===== config.mk =====
export PLATFORM = sky130hd
export DESIGN_NAME = lsu_bus_port
export DESIGN_NICKNAME = d
export VERILOG_FILES = /design/src/rtl/lsu_bus_port.sv
export SDC_FILE = /design/constraint.sdc
export NUM_CORES = 1
export LEC_CHECK = 0
export BUFFER_PORTS_ARGS = -buffer_cell sky130_fd_sc_hd__buf_2
export CAP_MARGIN = 10
export CORE_MARGIN = 1
export CORE_UTILIZATION = 50
export CTS_CLUSTER_SIZE = 16
export DETAILED_ROUTE_END_ITERATION = 8
export PLACE_DENSITY = 0.92
export SETUP_SLACK_MARGIN = 0.2
export SYNTH_ARGS = -nofsm -noshare
export SYNTH_HDL_FRONTEND = slang
export SYNTH_SLANG_ARGS = --single-unit

===== constraint.sdc =====
create_clock -name clk -period 2.5 [get_ports clk]
set_input_delay 0.25 -clock clk [delete_from_list [all_inputs] [get_ports clk]]
set_output_delay 0.25 -clock clk [all_outputs]
set_load 0.05 [all_outputs]

===== src/rtl/lsu_bus_port.sv =====
// MEM-stage load/store responder: runs one EX/MEM request on a req/ready bus and stalls the pipe until done.
// Optional bus timeout abort is enabled by defining LSU_TIMEOUT_EN.
module lsu_bus_port #(
  parameter int TIMEOUT_CYCLES = 16
) (
  input  logic        clk,
  input  logic        reset_n,
  input  logic        MemWriteM,
  input  logic        MemReadM,
  input  logic [2:0]  funct3M,
  input  logic [31:0] ALUResultM,
  input  logic [31:0] WriteDataM,
  output logic [31:0] load_data,
  output logic        stall_mem,
  output logic        mem_fault,
  output logic        bus_req,
  output logic        bus_we,
  output logic [31:0] bus_addr,
  output logic [31:0] bus_wdata,
  output logic [3:0]  bus_wstrb,
  input  logic        bus_ready,
  input  logic [31:0] bus_rdata,
  output logic        bus_error
);

  typedef enum logic [1:0] {IDLE, REQ, DONE} state_t;

  if (TIMEOUT_CYCLES < 2) begin : g_bad_param
    $error("TIMEOUT_CYCLES must be at least 2");
  end

  state_t      state_q;
  logic [31:0] addr_q, wdata_q, rdata_q;
  logic [3:0]  wstrb_q;
  logic [2:0]  f3_q;
  logic        we_q;

  logic        access, is_store, legal;
  logic [31:0] wdata_d;
  logic [3:0]  wstrb_d;
  logic        timeout;

  assign access   = MemWriteM | MemReadM;
  assign is_store = MemWriteM;

  always_comb begin
    legal = 1'b0;
    case (funct3M)
      3'b000:  legal = 1'b1;
      3'b001:  legal = ~ALUResultM[0];
      3'b010:  legal = (ALUResultM[1:0] == 2'b00);
      3'b100:  legal = ~is_store;
      3'b101:  legal = ~is_store & ~ALUResultM[0];
      default: legal = 1'b0;
    endcase
  end

  // Replicate store data across lanes so the strobes alone pick the bytes.
  always_comb begin
    wdata_d = WriteDataM;
    wstrb_d = 4'b1111;
    case (funct3M[1:0])
      2'b00: begin
        wdata_d = {4{WriteDataM[7:0]}};
        wstrb_d = 4'b0001 << ALUResultM[1:0];
      end
      2'b01: begin
        wdata_d = {2{WriteDataM[15:0]}};
        wstrb_d = 4'b0011 << ALUResultM[1:0];
      end
      default: begin
        wdata_d = WriteDataM;
        wstrb_d = 4'b1111;
      end
    endcase
    if (!is_store) wstrb_d = 4'b0000;
  end

`ifdef LSU_TIMEOUT_EN
  localparam int CW = $clog2(TIMEOUT_CYCLES + 1);
  logic [CW-1:0] cnt_q;
  logic          err_q;
  assign timeout   = (cnt_q == CW'(TIMEOUT_CYCLES - 1));
  assign bus_error = err_q;
`else
  assign timeout   = 1'b0;
  assign bus_error = 1'b0;
`endif

  always_ff @(posedge clk or negedge reset_n) begin
    if (!reset_n) begin
      state_q <= IDLE;
      addr_q  <= '0;
      wdata_q <= '0;
      wstrb_q <= '0;
      f3_q    <= '0;
      we_q    <= 1'b0;
      rdata_q <= '0;
`ifdef LSU_TIMEOUT_EN
      cnt_q   <= '0;
      err_q   <= 1'b0;
`endif
    end else begin
      case (state_q)
        IDLE: begin
          if (access && legal) begin
            addr_q  <= ALUResultM;
            we_q    <= is_store;
            f3_q    <= funct3M;
            wdata_q <= wdata_d;
            wstrb_q <= wstrb_d;
            state_q <= REQ;
`ifdef LSU_TIMEOUT_EN
            cnt_q   <= '0;
`endif
          end
        end
        REQ: begin
          // Ready beats the timeout when both land on the same edge.
          if (bus_ready) begin
            rdata_q <= we_q ? 32'h0 : bus_rdata;
            state_q <= DONE;
          end else if (timeout) begin
            rdata_q <= '0;
            state_q <= DONE;
`ifdef LSU_TIMEOUT_EN
            err_q   <= 1'b1;
`endif
          end else begin
`ifdef LSU_TIMEOUT_EN
            cnt_q <= cnt_q + 1'b1;
`endif
          end
        end
        DONE: begin
          state_q <= IDLE;
`ifdef LSU_TIMEOUT_EN
          err_q   <= 1'b0;
`endif
        end
        default: state_q <= IDLE;
      endcase
    end
  end

  logic [7:0]  byte_sel;
  logic [15:0] half_sel;
  logic [31:0] ext;

  always_comb begin
    case (addr_q[1:0])
      2'b00:   byte_sel = rdata_q[7:0];
      2'b01:   byte_sel = rdata_q[15:8];
      2'b10:   byte_sel = rdata_q[23:16];
      default: byte_sel = rdata_q[31:24];
    endcase
    half_sel = addr_q[1] ? rdata_q[31:16] : rdata_q[15:0];
    case (f3_q)
      3'b000:  ext = {{24{byte_sel[7]}}, byte_sel};
      3'b001:  ext = {{16{half_sel[15]}}, half_sel};
      3'b100:  ext = {24'h0, byte_sel};
      3'b101:  ext = {16'h0, half_sel};
      default: ext = rdata_q;
    endcase
  end

  assign load_data = (state_q == DONE) ? ext : 32'h0;
  assign bus_req   = (state_q == REQ);
  assign bus_we    = we_q;
  assign bus_addr  = {addr_q[31:2], 2'b00};
  assign bus_wdata = wdata_q;
  assign bus_wstrb = wstrb_q;

  // Gated by reset_n so an asserted reset forces these low even with a request pending.
  assign stall_mem = reset_n & ((state_q == REQ) | ((state_q == IDLE) & access & legal));
  assign mem_fault = reset_n & (state_q == IDLE) & access & ~legal;

endmodule


==> results.sh <==
export IMPL_slew_violations=0
export IMPL_fin_area_um2=7180
export IMPL_maxCapViolations=0
export IMPL_die_w_um=108
export IMPL_place_inst=822
export IMPL_gp_congestion=0.863
export IMPL_clk_pin_slew_worst_paths_ns=0.07
export IMPL_drive_gt1_share_pct=44.7
export IMPL_status="finished, final reports clean"
export IMPL_max_clock_path_buffers=2
export IMPL_synth_edf_count=0
export IMPL_ff2ff_setup_slack_ns=0.82
export IMPL_vdd_ir_drop_max_uv=753
export IMPL_synthCells=529
export IMPL_nFillCells=826
export IMPL_placed_area_um2=6570
export IMPL_p_total_mw=8.71
export IMPL_hold_violations=0
export IMPL_cts_tree="built"
export IMPL_place_hpwl_mm=9.91
export IMPL_htree_levels=3
export IMPL_antenna_left=0
export IMPL_num_vias=4767
export IMPL_tightest_slew_ns=1.01
export IMPL_grt_pass1_wl_mm=22.4
export IMPL_rows=38
export IMPL_path_class="reg -> out"
export IMPL_dieHeight_um=108
export IMPL_cpLargestDelayFamily="compound AO/OA/AOI/OAI gates"
export IMPL_nets=804
export IMPL_cp_cell_sequence="nor2b_1 -> a2111oi_2 -> a2111oi_4 -> buf_4 -> a21o_1 -> clkbuf_4"
export IMPL_synth_flop_cell="dfrtp_1"
export IMPL_rsz0062_at_grt="true"
export IMPL_drt_iter0_markers=432
export IMPL_whs_ns=0.144
export IMPL_clock_sinks=106
export IMPL_crit_path_end_kind="output pin"
export IMPL_dp_slack_ns=0.266
export IMPL_portBuffers=205
export IMPL_fin_setup_tns_ns=0
export IMPL_fin_worst_skew_ns=0.00575
export IMPL_final_common_cell="buf_2"
export IMPL_finalSetupViolations=0
export IMPL_antenna_found_initial=1
export IMPL_grt_ovfl_total=0
export IMPL_synth_lib_cells_used_distinct=46
export IMPL_cp_max_fo=8
export IMPL_crit_buf_inv=2
export IMPL_seq_area_frac_synth_pct=47.0
export IMPL_area_growth_synth_to_final_pct=27.4
export IMPL_slew_headroom_pct=32.5
export IMPL_cellPowerDensity_nw_per_um2=1210
export IMPL_post_route_min_period_ns=2.41
export IMPL_fin_crit_sh_pct=96.3
export IMPL_layout_cells_non_filler=846
export IMPL_firstDrtPassIters=5
export IMPL_ys_async_sr_fraction_pct=100
export IMPL_crit_arrival_ns=2.16
export IMPL_cts_root_buffer="clkbuf_16"
export IMPL_ys_warn_count=0
export IMPL_wl_per_cell_um=17.5
export IMPL_grt_pass1_vias=4564
export IMPL_syn_mean_instance_area_um2=10.7
export IMPL_leakage_nw=3.76
export IMPL_drc=0
export IMPL_layout_common_cells="buf_2 (179), dfrtp_1 (102), nand2_1 (65)"
export IMPL_slowest_stage="a2111oi_2"
export IMPL_die_area_um2=11700
export IMPL_start_kind="register"
export IMPL_track_usage_pct=24.8
export IMPL_core_um2=10900
export IMPL_cp_data_required_time_ns=2.25
export IMPL_cpPeakStageDelay_ns=0.54
export IMPL_max_freq_mhz=415
export IMPL_ios=209
export IMPL_floorplan_initialDensity_pct=51.6
export IMPL_fin_ws_ns=0.0924
export IMPL_hold_path_class="in -> reg"
export IMPL_cts_buffers=9
export IMPL_clock_latency_ns=0.34
export IMPL_final_util_pct=65.7
export IMPL_viasPerCell=5.63
export IMPL_synth_seq_cells=106
export IMPL_syn_area_um2=5640
export IMPL_grt_max_degree=79
export IMPL_routed_wl_mm=14.8
[registers in the layout, indices dropped and copies added, names as in the netlist]
signal,flops
addr_q,32
bus_wdata,32
bus_we,1
bus_wstrb,4
f3_q,3
rdata_q,32
state_q,2
[Yosys cell counts, types with 2 or more instances]
library cell,count,area (um2)
buf_2,2,10.0
a21oi_1,13,65.1
nor2_1,16,60.1
clkbuf_1,24,90.1
o21ai_0,47,235
buf_1,3,11.3
dfrtp_1,106,2650
mux2_4,39,586
a32o_1,4,40.0
buf_4,33,248
o21ai_1,16,80.1
nor2b_1,6,37.5
buf_6,6,67.6
nand2b_1,28,175
inv_1,11,41.3
o31a_1,6,52.6
a21o_1,17,128
o22ai_1,8,50.1
nand2_1,65,244
mux2i_1,33,330
o221a_2,6,67.6
a221oi_1,8,70.1
buf_8,3,45.0
nand4b_1,7,61.3
[metal layers]
metal,global-route usage (%),routed length [um]
met4,11.6,467
met1,32.7,6170
met3,2.65,955
met2,40.8,7240
met5,0,0
[cells by family (layout without fill, tap and decap cells)]
family | Yosys count | count (layout) | synth area share (%)
AOI/OAI and AO/OA | 136 | 136 | 15.7
and+or+nand+nor | 129 | 129 | 11.2
DFF | 106 | 106 | 47.0
buffers and inverters | 83 | 257 | 9.16
muxes | 74 | 74 | 16.8
other | 1 | 4 | 0.0665
[timing repair]
action / in CTS / in global routing
hold buffers: 1 / 0
pin swaps: 0 / 2
hold endpoints to repair: 28 / 0
endpoints found under the setup margin: 27 / 30
gates resized for setup: 21 / 43
gates cloned: 0 / 1
setup buffers: 0 / 5
[worst reg2reg max path, cell delays in order, from the launching register on]
cell and delay (ns):
dfrtp_1 0.43, a2111o_2 0.49, buf_12 0.22, mux2_4 0.42
[power by group]
part | internal [mW] | total, mW | switching [mW] | leakage, nW
clock network | 0.975 | 1.58 | 0.607 | 0.166
registers | 2.37 | 2.95 | 0.570 | 1.30
logic | 1.37 | 4.18 | 2.81 | 2.29
total | 4.72 | 8.71 | 3.98 | 3.76
[final timing paths]
check | start | endpoint | cells past startpoint
setup reg to reg | state_q[1] | bus_wdata[4] | 3
setup / recovery | rdata_q[7] | load_data[24] | 6
max in group asynchronous | reset_n | addr_q[1] | 3
min in group asynchronous | reset_n | addr_q[21] | 2
hold reg to reg | bus_wdata[20] | bus_wdata[20] | 2
hold / removal | ALUResultM[10] | addr_q[10] | 2
[cell type report]
class	instances	area, um2	share of cell area (%)
flip-flops and latches	106	2660	37.0
multi-input cells	342	2640	36.7
repair buffers	229	1330	18.5
clock buffers	10	229	3.19
well taps	140	175	2.44
clock inverters	6	105	1.46
inverters	12	48.8	0.679
diodes	1	2.50	0.0348
No activity file was read; power rests on OpenSTA's default activity.
